## config.mk

```make
export PLATFORM = sky130hd
export DESIGN_NAME = pc_sequencer
export DESIGN_NICKNAME = d
export VERILOG_FILES = /design/src/rtl/pc_pkg.sv /design/src/rtl/pc_sequencer_return_stack.sv /design/src/rtl/pc_sequencer.sv
export SDC_FILE = /design/constraint.sdc
export NUM_CORES = 1
export LEC_CHECK = 0
export BUFFER_PORTS_ARGS = -buffer_cell sky130_fd_sc_hd__buf_4
export CORE_UTILIZATION = 33
export CTS_BUF_LIST = sky130_fd_sc_hd__clkbuf_16
export CTS_CLUSTER_SIZE = 12
export DETAILED_ROUTE_END_ITERATION = 10
export GPL_TIMING_DRIVEN = 0
export PLACE_DENSITY = 0.5
export SLEW_MARGIN = 0
export SYNTH_ARGS = -nofsm -noshare
export SYNTH_HDL_FRONTEND = slang
export SYNTH_HIERARCHICAL = 1
export SYNTH_SLANG_ARGS = --single-unit
```

## constraint.sdc

```tcl
create_clock -name clk -period 4.39 [get_ports clk]
set_clock_uncertainty 0.2 [all_clocks]
set_input_delay 0.2195 -clock clk [delete_from_list [all_inputs] [get_ports clk]]
set_output_delay 0.2195 -clock clk [all_outputs]
set_load 0.01 [all_outputs]
```

## src/rtl/pc_pkg.sv

```systemverilog
// Shared types for the program-counter sequencer: next-PC selection and
// return-address-stack operation codes.
package pc_pkg;

   // Winner of the redirect priority encoder, one per possible pc source.
   typedef enum logic [2:0] {
      PC_INCR,
      PC_JUMP,
      PC_RET,
      PC_TRAP,
      PC_TRAP_RET
   } pc_sel_t;

   // Operation applied to the return-address stack on an enabled cycle.
   typedef enum logic [1:0] {
      RAS_NONE,
      RAS_PUSH,
      RAS_POP,
      RAS_REPLACE
   } ras_op_t;

endpackage

```

## src/rtl/pc_sequencer_return_stack.sv

```systemverilog
// Circular return-address stack. A push onto a full stack silently
// overwrites the oldest entry, saturates the count and sets a sticky
// overflow flag. The top entry reads as zero while the stack is empty.
module return_stack
   import pc_pkg::*;
#(
   parameter int XLEN      = 32,
   parameter int RAS_DEPTH = 4
) (
   input  logic                       clk,
   input  logic                       reset,
   input  ras_op_t                    op,
   input  logic [XLEN-1:0]            push_data,
   output logic [XLEN-1:0]            top,
   output logic [$clog2(RAS_DEPTH):0] count,
   output logic                       overflow
);

   localparam int PW = $clog2(RAS_DEPTH);
   localparam int CW = PW + 1;

   logic [XLEN-1:0] entries [RAS_DEPTH];
   logic [PW-1:0]   top_ptr;
   logic [PW-1:0]   ptr_up;
   logic [PW-1:0]   ptr_dn;
   logic            empty;
   logic            full;

   // Pointer arithmetic wraps for free because the depth is a power of two.
   assign ptr_up = top_ptr + PW'(1);
   assign ptr_dn = top_ptr - PW'(1);
   assign empty  = (count == '0);
   assign full   = (count == CW'(RAS_DEPTH));
   assign top    = empty ? '0 : entries[top_ptr];

   // Stack storage, pointer, saturating count and sticky overflow.
   always_ff @(posedge clk) begin
      // NOTE: the entries are cleared on reset so ras_top and any later
      // replay of stale slots start from a known zero state, not X.
      if (reset) begin
         for (int i = 0; i < RAS_DEPTH; i++) entries[i] <= '0;
         top_ptr  <= '0;
         count    <= '0;
         overflow <= 1'b0;
      end else begin
         case (op)
            RAS_PUSH: begin
               entries[ptr_up] <= push_data;
               top_ptr         <= ptr_up;
               if (full) overflow <= 1'b1;
               else      count    <= count + CW'(1);
            end
            RAS_POP: begin
               if (!empty) begin
                  top_ptr <= ptr_dn;
                  count   <= count - CW'(1);
               end
            end
            RAS_REPLACE: begin
               if (!empty) entries[top_ptr] <= push_data;
            end
            default: ;
         endcase
      end
   end

endmodule

```

## src/rtl/pc_sequencer.sv

```systemverilog
// Fetch-stage program-counter sequencer: priority-encodes the redirect
// requests, selects the next pc, and keeps the EPC register and the
// return-address stack in step with it.
module pc_sequencer
   import pc_pkg::*;
#(
   parameter int              XLEN         = 32,
   parameter int              STEP         = 4,
   parameter logic [XLEN-1:0] RESET_VECTOR = '0,
   parameter logic [XLEN-1:0] TRAP_VECTOR  = XLEN'(32'h0000_0010),
   parameter int              RAS_DEPTH    = 4
) (
   input  logic                       clk,
   input  logic                       reset,
   input  logic                       pc_enable,
   input  logic                       jump_en,
   input  logic [XLEN-1:0]            jump_to,
   input  logic                       call_en,
   input  logic                       ret_en,
   input  logic                       trap_en,
   input  logic                       trap_ret_en,
   output logic [XLEN-1:0]            pc,
   output logic [XLEN-1:0]            link_value,
   output logic [XLEN-1:0]            epc,
   output logic [XLEN-1:0]            ras_top,
   output logic [$clog2(RAS_DEPTH):0] ras_count,
   output logic                       ras_overflow
);

   pc_sel_t         sel;
   ras_op_t         ras_op;
   logic [XLEN-1:0] pc_next;
   logic            ras_empty;

   // Sequential address; wraps modulo 2^XLEN without comment.
   assign link_value = pc + XLEN'(STEP);
   assign ras_empty  = (ras_count == '0);

   // Redirect priority: trap > trap return > return > jump > increment.
   always_comb begin
      // NOTE: default assigned first so every path drives sel (no latch).
      sel = PC_INCR;
      if (trap_en)          sel = PC_TRAP;
      else if (trap_ret_en) sel = PC_TRAP_RET;
      else if (ret_en)      sel = PC_RET;
      else if (jump_en)     sel = PC_JUMP;
   end

   // Next-pc mux and the matching stack operation. A return on an empty
   // stack falls back to jump_to, and with call_en it becomes a plain push.
   always_comb begin
      pc_next = link_value;
      ras_op  = RAS_NONE;
      case (sel)
         PC_JUMP: begin
            pc_next = jump_to;
            if (call_en) ras_op = RAS_PUSH;
         end
         PC_RET: begin
            if (ras_empty) begin
               pc_next = jump_to;
               if (call_en) ras_op = RAS_PUSH;
            end else begin
               pc_next = ras_top;
               ras_op  = call_en ? RAS_REPLACE : RAS_POP;
            end
         end
         PC_TRAP:     pc_next = TRAP_VECTOR;
         PC_TRAP_RET: pc_next = epc;
         default:     pc_next = link_value;
      endcase
      if (!pc_enable) ras_op = RAS_NONE;
   end

   // pc and epc registers; epc captures the faulting pc on trap entry.
   always_ff @(posedge clk) begin
      // NOTE: non-blocking so epc takes the pre-edge pc, not the new one.
      if (reset) begin
         pc  <= RESET_VECTOR;
         epc <= '0;
      end else if (pc_enable) begin
         pc <= pc_next;
         if (sel == PC_TRAP) epc <= pc;
      end
   end

   return_stack #(
      .XLEN      (XLEN),
      .RAS_DEPTH (RAS_DEPTH)
   ) u_ras (
      .clk       (clk),
      .reset     (reset),
      .op        (ras_op),
      .push_data (link_value),
      .top       (ras_top),
      .count     (ras_count),
      .overflow  (ras_overflow)
   );

endmodule

```

==> insert_results.sql <==
INSERT INTO impl_metrics (metric_group, metric, value, unit) VALUES
('synthesis', 'yosysUniqueCellTypes', '68', ''),
('timing', 'fin_setup_tns', '0', 'ns'),
('critical_path', 'worstPathArrival', '4.00', 'ns'),
('power_and_ir_drop', 'power_frac_clock', '38.7', '%'),
('place', 'dpl.hpwl', '29700', 'um'),
('run_status', 'status', 'finished clean', ''),
('timing', 'min_period_over_period', '92.1', '%'),
('drt', 'top_layer', 'met4', ''),
('min_path', 'min-delay-start', 'pc_enable', ''),
('timing', 'achievable-frequency', '247', 'MHz'),
('clocking', 'h-tree-depth', '4', ''),
('drt', 'ant_nets', '0', ''),
('synthesis', 'ys_seq_area_share', '48.0', '%'),
('drt', 'detail_route.iter0.violations', '783', ''),
('place', 'dp_cell_count', '1642', ''),
('clocking', 'clkLatencyLatePin', '0.46', 'ns'),
('min_path', 'hold_end', 'epc[7]', ''),
('drt', 'met1_length', '17800', 'um'),
('layout', 'flow.area_growth_from_synthesis', '23.3', '%'),
('min_path', 'min_path_type', 'in2reg', ''),
('layout', 'drive_above_1_share', '26.0', '%'),
('timing', 'postLayoutSetupSlackWorst', '0.348', 'ns'),
('critical_path', 'r2r_slack', '0.35', 'ns'),
('synthesis', 'synth-async-reset-ratio', '0', '%'),
('clocking', 'cts-buffers-inserted', '17', ''),
('synthesis', 'postSynthNetCount', '1070', ''),
('synthesis', 'synthesis.area', '11000', 'um^2'),
('synthesis', 'ys.flop_type', 'sky130_fd_sc_hd__edfxtp_1', ''),
('drt', 'postRouteWirelength', '39500', 'um'),
('synthesis', 'yosysTopAreaCellShare', '34.9', '%'),
('die', 'effective_utilization_at_floorplan', '33.7', '%'),
('place', 'gp_routability_congestion', '0.905', ''),
('power_and_ir_drop', 'cell_internal_pwr', '3090', 'uW'),
('critical_path', 'ff2ff_path_depth', '8', ''),
('die', 'die_span_in_x', '185', 'um'),
('drt', 'detailedRoute.firstPassIterationCount', '5', ''),
('global_routing', 'grtUsageTotal', '23.2', '%'),
('global_routing', 'number_of_antenna_violations_at_the_first_check_in_global_routing', '0', ''),
('global_routing', 'grt_max_degree', '33', ''),
('global_routing', 'vias_in_the_first_global_route', '8644', ''),
('critical_path', 'critical_path_peak_fanout', '18', ''),
('power_and_ir_drop', 'sw_frac_of_total', '28.9', '%'),
('die', 'die_area', '34100', 'um^2'),
('layout', 'post-route-cell-area', '13600', 'um^2'),
('place', 'buffer_ports.inserted', '169', ''),
('critical_path', 'reg2reg_from', 'u_ras/count[1]', ''),
('power_and_ir_drop', 'totalPowerFinal', '4340', 'uW'),
('synthesis', 'synth.ff_latch_count', '200', ''),
('critical_path', 'worst-endpoint-required', '4.35', 'ns'),
('die', 'top_level_ports', '172', ''),
('critical_path', 'start_kind', 'flip-flop', ''),
('clocking', 'cts.reportedPaths.clkPinSlew', '0.09', 'ns'),
('critical_path', 'r2r_end', 'u_ras/entries[1][8]', ''),
('synthesis', 'synth_area_leaders', 'sky130_fd_sc_hd__edfxtp_1 (35%), sky130_fd_sc_hd__dfxtp_1 (13%), sky130_fd_sc_hd__mux4_2 (6.5%)', ''),
('power_and_ir_drop', 'share_seq_of_total_power', '48.6', '%'),
('min_path', 'hold_depth', '4', ''),
('drt', 'post_drt_wl_per_cell', '23.6', 'um'),
('power_and_ir_drop', 'power_frac_comb', '12.6', '%'),
('die', 'core_area', '32700', 'um^2'),
('timing', 'rsz0062_at_grt', 'no', ''),
('synthesis', 'synth-edff-count', '128', ''),
('timing', 'hold_viol', '0', ''),
('die', 'fp.dieH', '185', 'um'),
('die', 'floorplan.rows', '66', ''),
('critical_path', 'path_class', 'reg2reg', ''),
('drt', 'drc_errors', '0', ''),
('layout', 'layout.nets', '1263', ''),
('clocking', 'clock_path_buffers', '2', ''),
('power_and_ir_drop', 'cellLeakagePower', '0.00506', 'uW'),
('place', 'placement.cell_area', '12900', 'um^2'),
('drt', 'vias', '9062', '');
[synth_stat cells (all sizes together) (28+ instances only)]
cell type  number
edfxtp        128
dfxtp          72
and2           66
a21oi          66
mux2i          32
mux4           32
nor2           28
buf            52
nand2         111
clkbuf         48
a21boi         64
nor2b          58
[sequential cells by signal (all words and copies together) (netlist names), named ones only]
signal,count
epc,32
pc,32
u_ras/count,3
u_ras/entries,128
u_ras/overflow,1
u_ras/top_ptr,2
[routing by layer]
| metal | vias up | global-route usage (%) |
|---|---|---|
| met5 | - | 0 |
| met4 | 0 | 6.28 |
| met3 | 45 | 3.28 |
| met2 | 359 | 37.8 |
| met1 | 4469 | 32.1 |
| li1 | 4189 | - |
[how the worst max path moves through the flow]
stage / startpoint / endpoint / cells after the start
finish: u_ras/count[1] / u_ras/entries[1][8] / 8
global route: u_ras/count[1] / u_ras/entries[1][8] / 8
CTS: u_ras/count[1] / u_ras/entries[3][3] / 8
detailed placement: pc_enable / u_ras/entries[2][4] / 10
global placement: pc_enable / u_ras/entries[1][9] / 9
floorplan: u_ras/count[1] / u_ras/entries[1][0] / 7
[power groups by stage]
stage               Sequential [uW]  Combinational [uW]  Clock, uW
global route                   2120                 585       1780
detailed placement             2150                 545          0
finish                         2110                 549       1680
CTS                            2110                 549       1720
global placement               2160                 533          0
floorplan                      2150                 289          0
[cell families after synthesis]
family / Yosys count / share of synthesized area, %
DFF: 200 / 48.0
AOI/OAI and AO/OA: 252 / 15.9
xor gates and xnor gates: 29 / 2.31
adders and majority gates: 2 / 0.296
and+or+nand+nor: 363 / 18.9
muxes: 67 / 9.76
buffers and inverters: 115 / 4.85
[metrics by stage]
step | util, % | hold slack [ns]
6_report | 41.5 | 0.0291
2_1_floorplan | - | 0.179
5_1_grt | 41.5 | 0.0643
4_1_cts | 41.5 | 0.00216
3_5_place_dp | 39.5 | 0.271
3_3_place_gp | 39.2 | 0.267
[cell usage in the layout, fill, tap and decap left out, drive strengths merged, types with 4 or more instances in the layout]
master | Yosys | final
buf | 52 | 224
edfxtp | 128 | 128
nand2 | 111 | 111
dfxtp | 72 | 72
and2 | 66 | 66
a21oi | 66 | 66
clkbuf | 48 | 65
a21boi | 64 | 64
nor2b | 58 | 58
mux2i | 32 | 32
mux4 | 32 | 32
nor2 | 28 | 28
inv | 14 | 27
nand3 | 24 | 24
xnor2 | 19 | 19
o21ai | 17 | 17
a22oi | 16 | 16
o22ai | 14 | 14
nor3 | 13 | 13
o221ai | 12 | 12
nor3b | 12 | 12
o31a | 11 | 11
xor2 | 10 | 10
o211ai | 10 | 10
a211oi | 10 | 10
nand4 | 10 | 10
nor4 | 8 | 8
a31oi | 7 | 7
o221a | 7 | 7
and3 | 6 | 6
or3 | 6 | 6
and4 | 6 | 6
nand3b | 5 | 5
nand2b | 4 | 4
[cell type report]
class,instances,area (um^2)
timing repair buffer,174,1360
fill,3218,19100
multi-input combinational,713,5220
clock inverter,15,194
buffer,100,478
sequential,200,5290
inverter,15,56.3
clock buffer,17,425
tap,442,553
[worst max-delay path: stages, from the launching register on]
cell                      delay (ns)
sky130_fd_sc_hd__dfxtp_1        0.40
sky130_fd_sc_hd__nor3_2         0.75
sky130_fd_sc_hd__buf_2          0.46
sky130_fd_sc_hd__nor3_1         0.21
sky130_fd_sc_hd__buf_2          0.27
sky130_fd_sc_hd__nor3b_1        0.41
sky130_fd_sc_hd__a21oi_1        0.19
sky130_fd_sc_hd__o21ai_4        0.60
sky130_fd_sc_hd__buf_16         0.25
[timing repair]
| action | in CTS | in global routing |
|---|---|---|
| setup buffers | 0 | 0 |
| hold buffers | 2 | 0 |
| endpoints found under the hold margin | 2 | 0 |
Note: power is estimated with default switching activity, not from simulation.
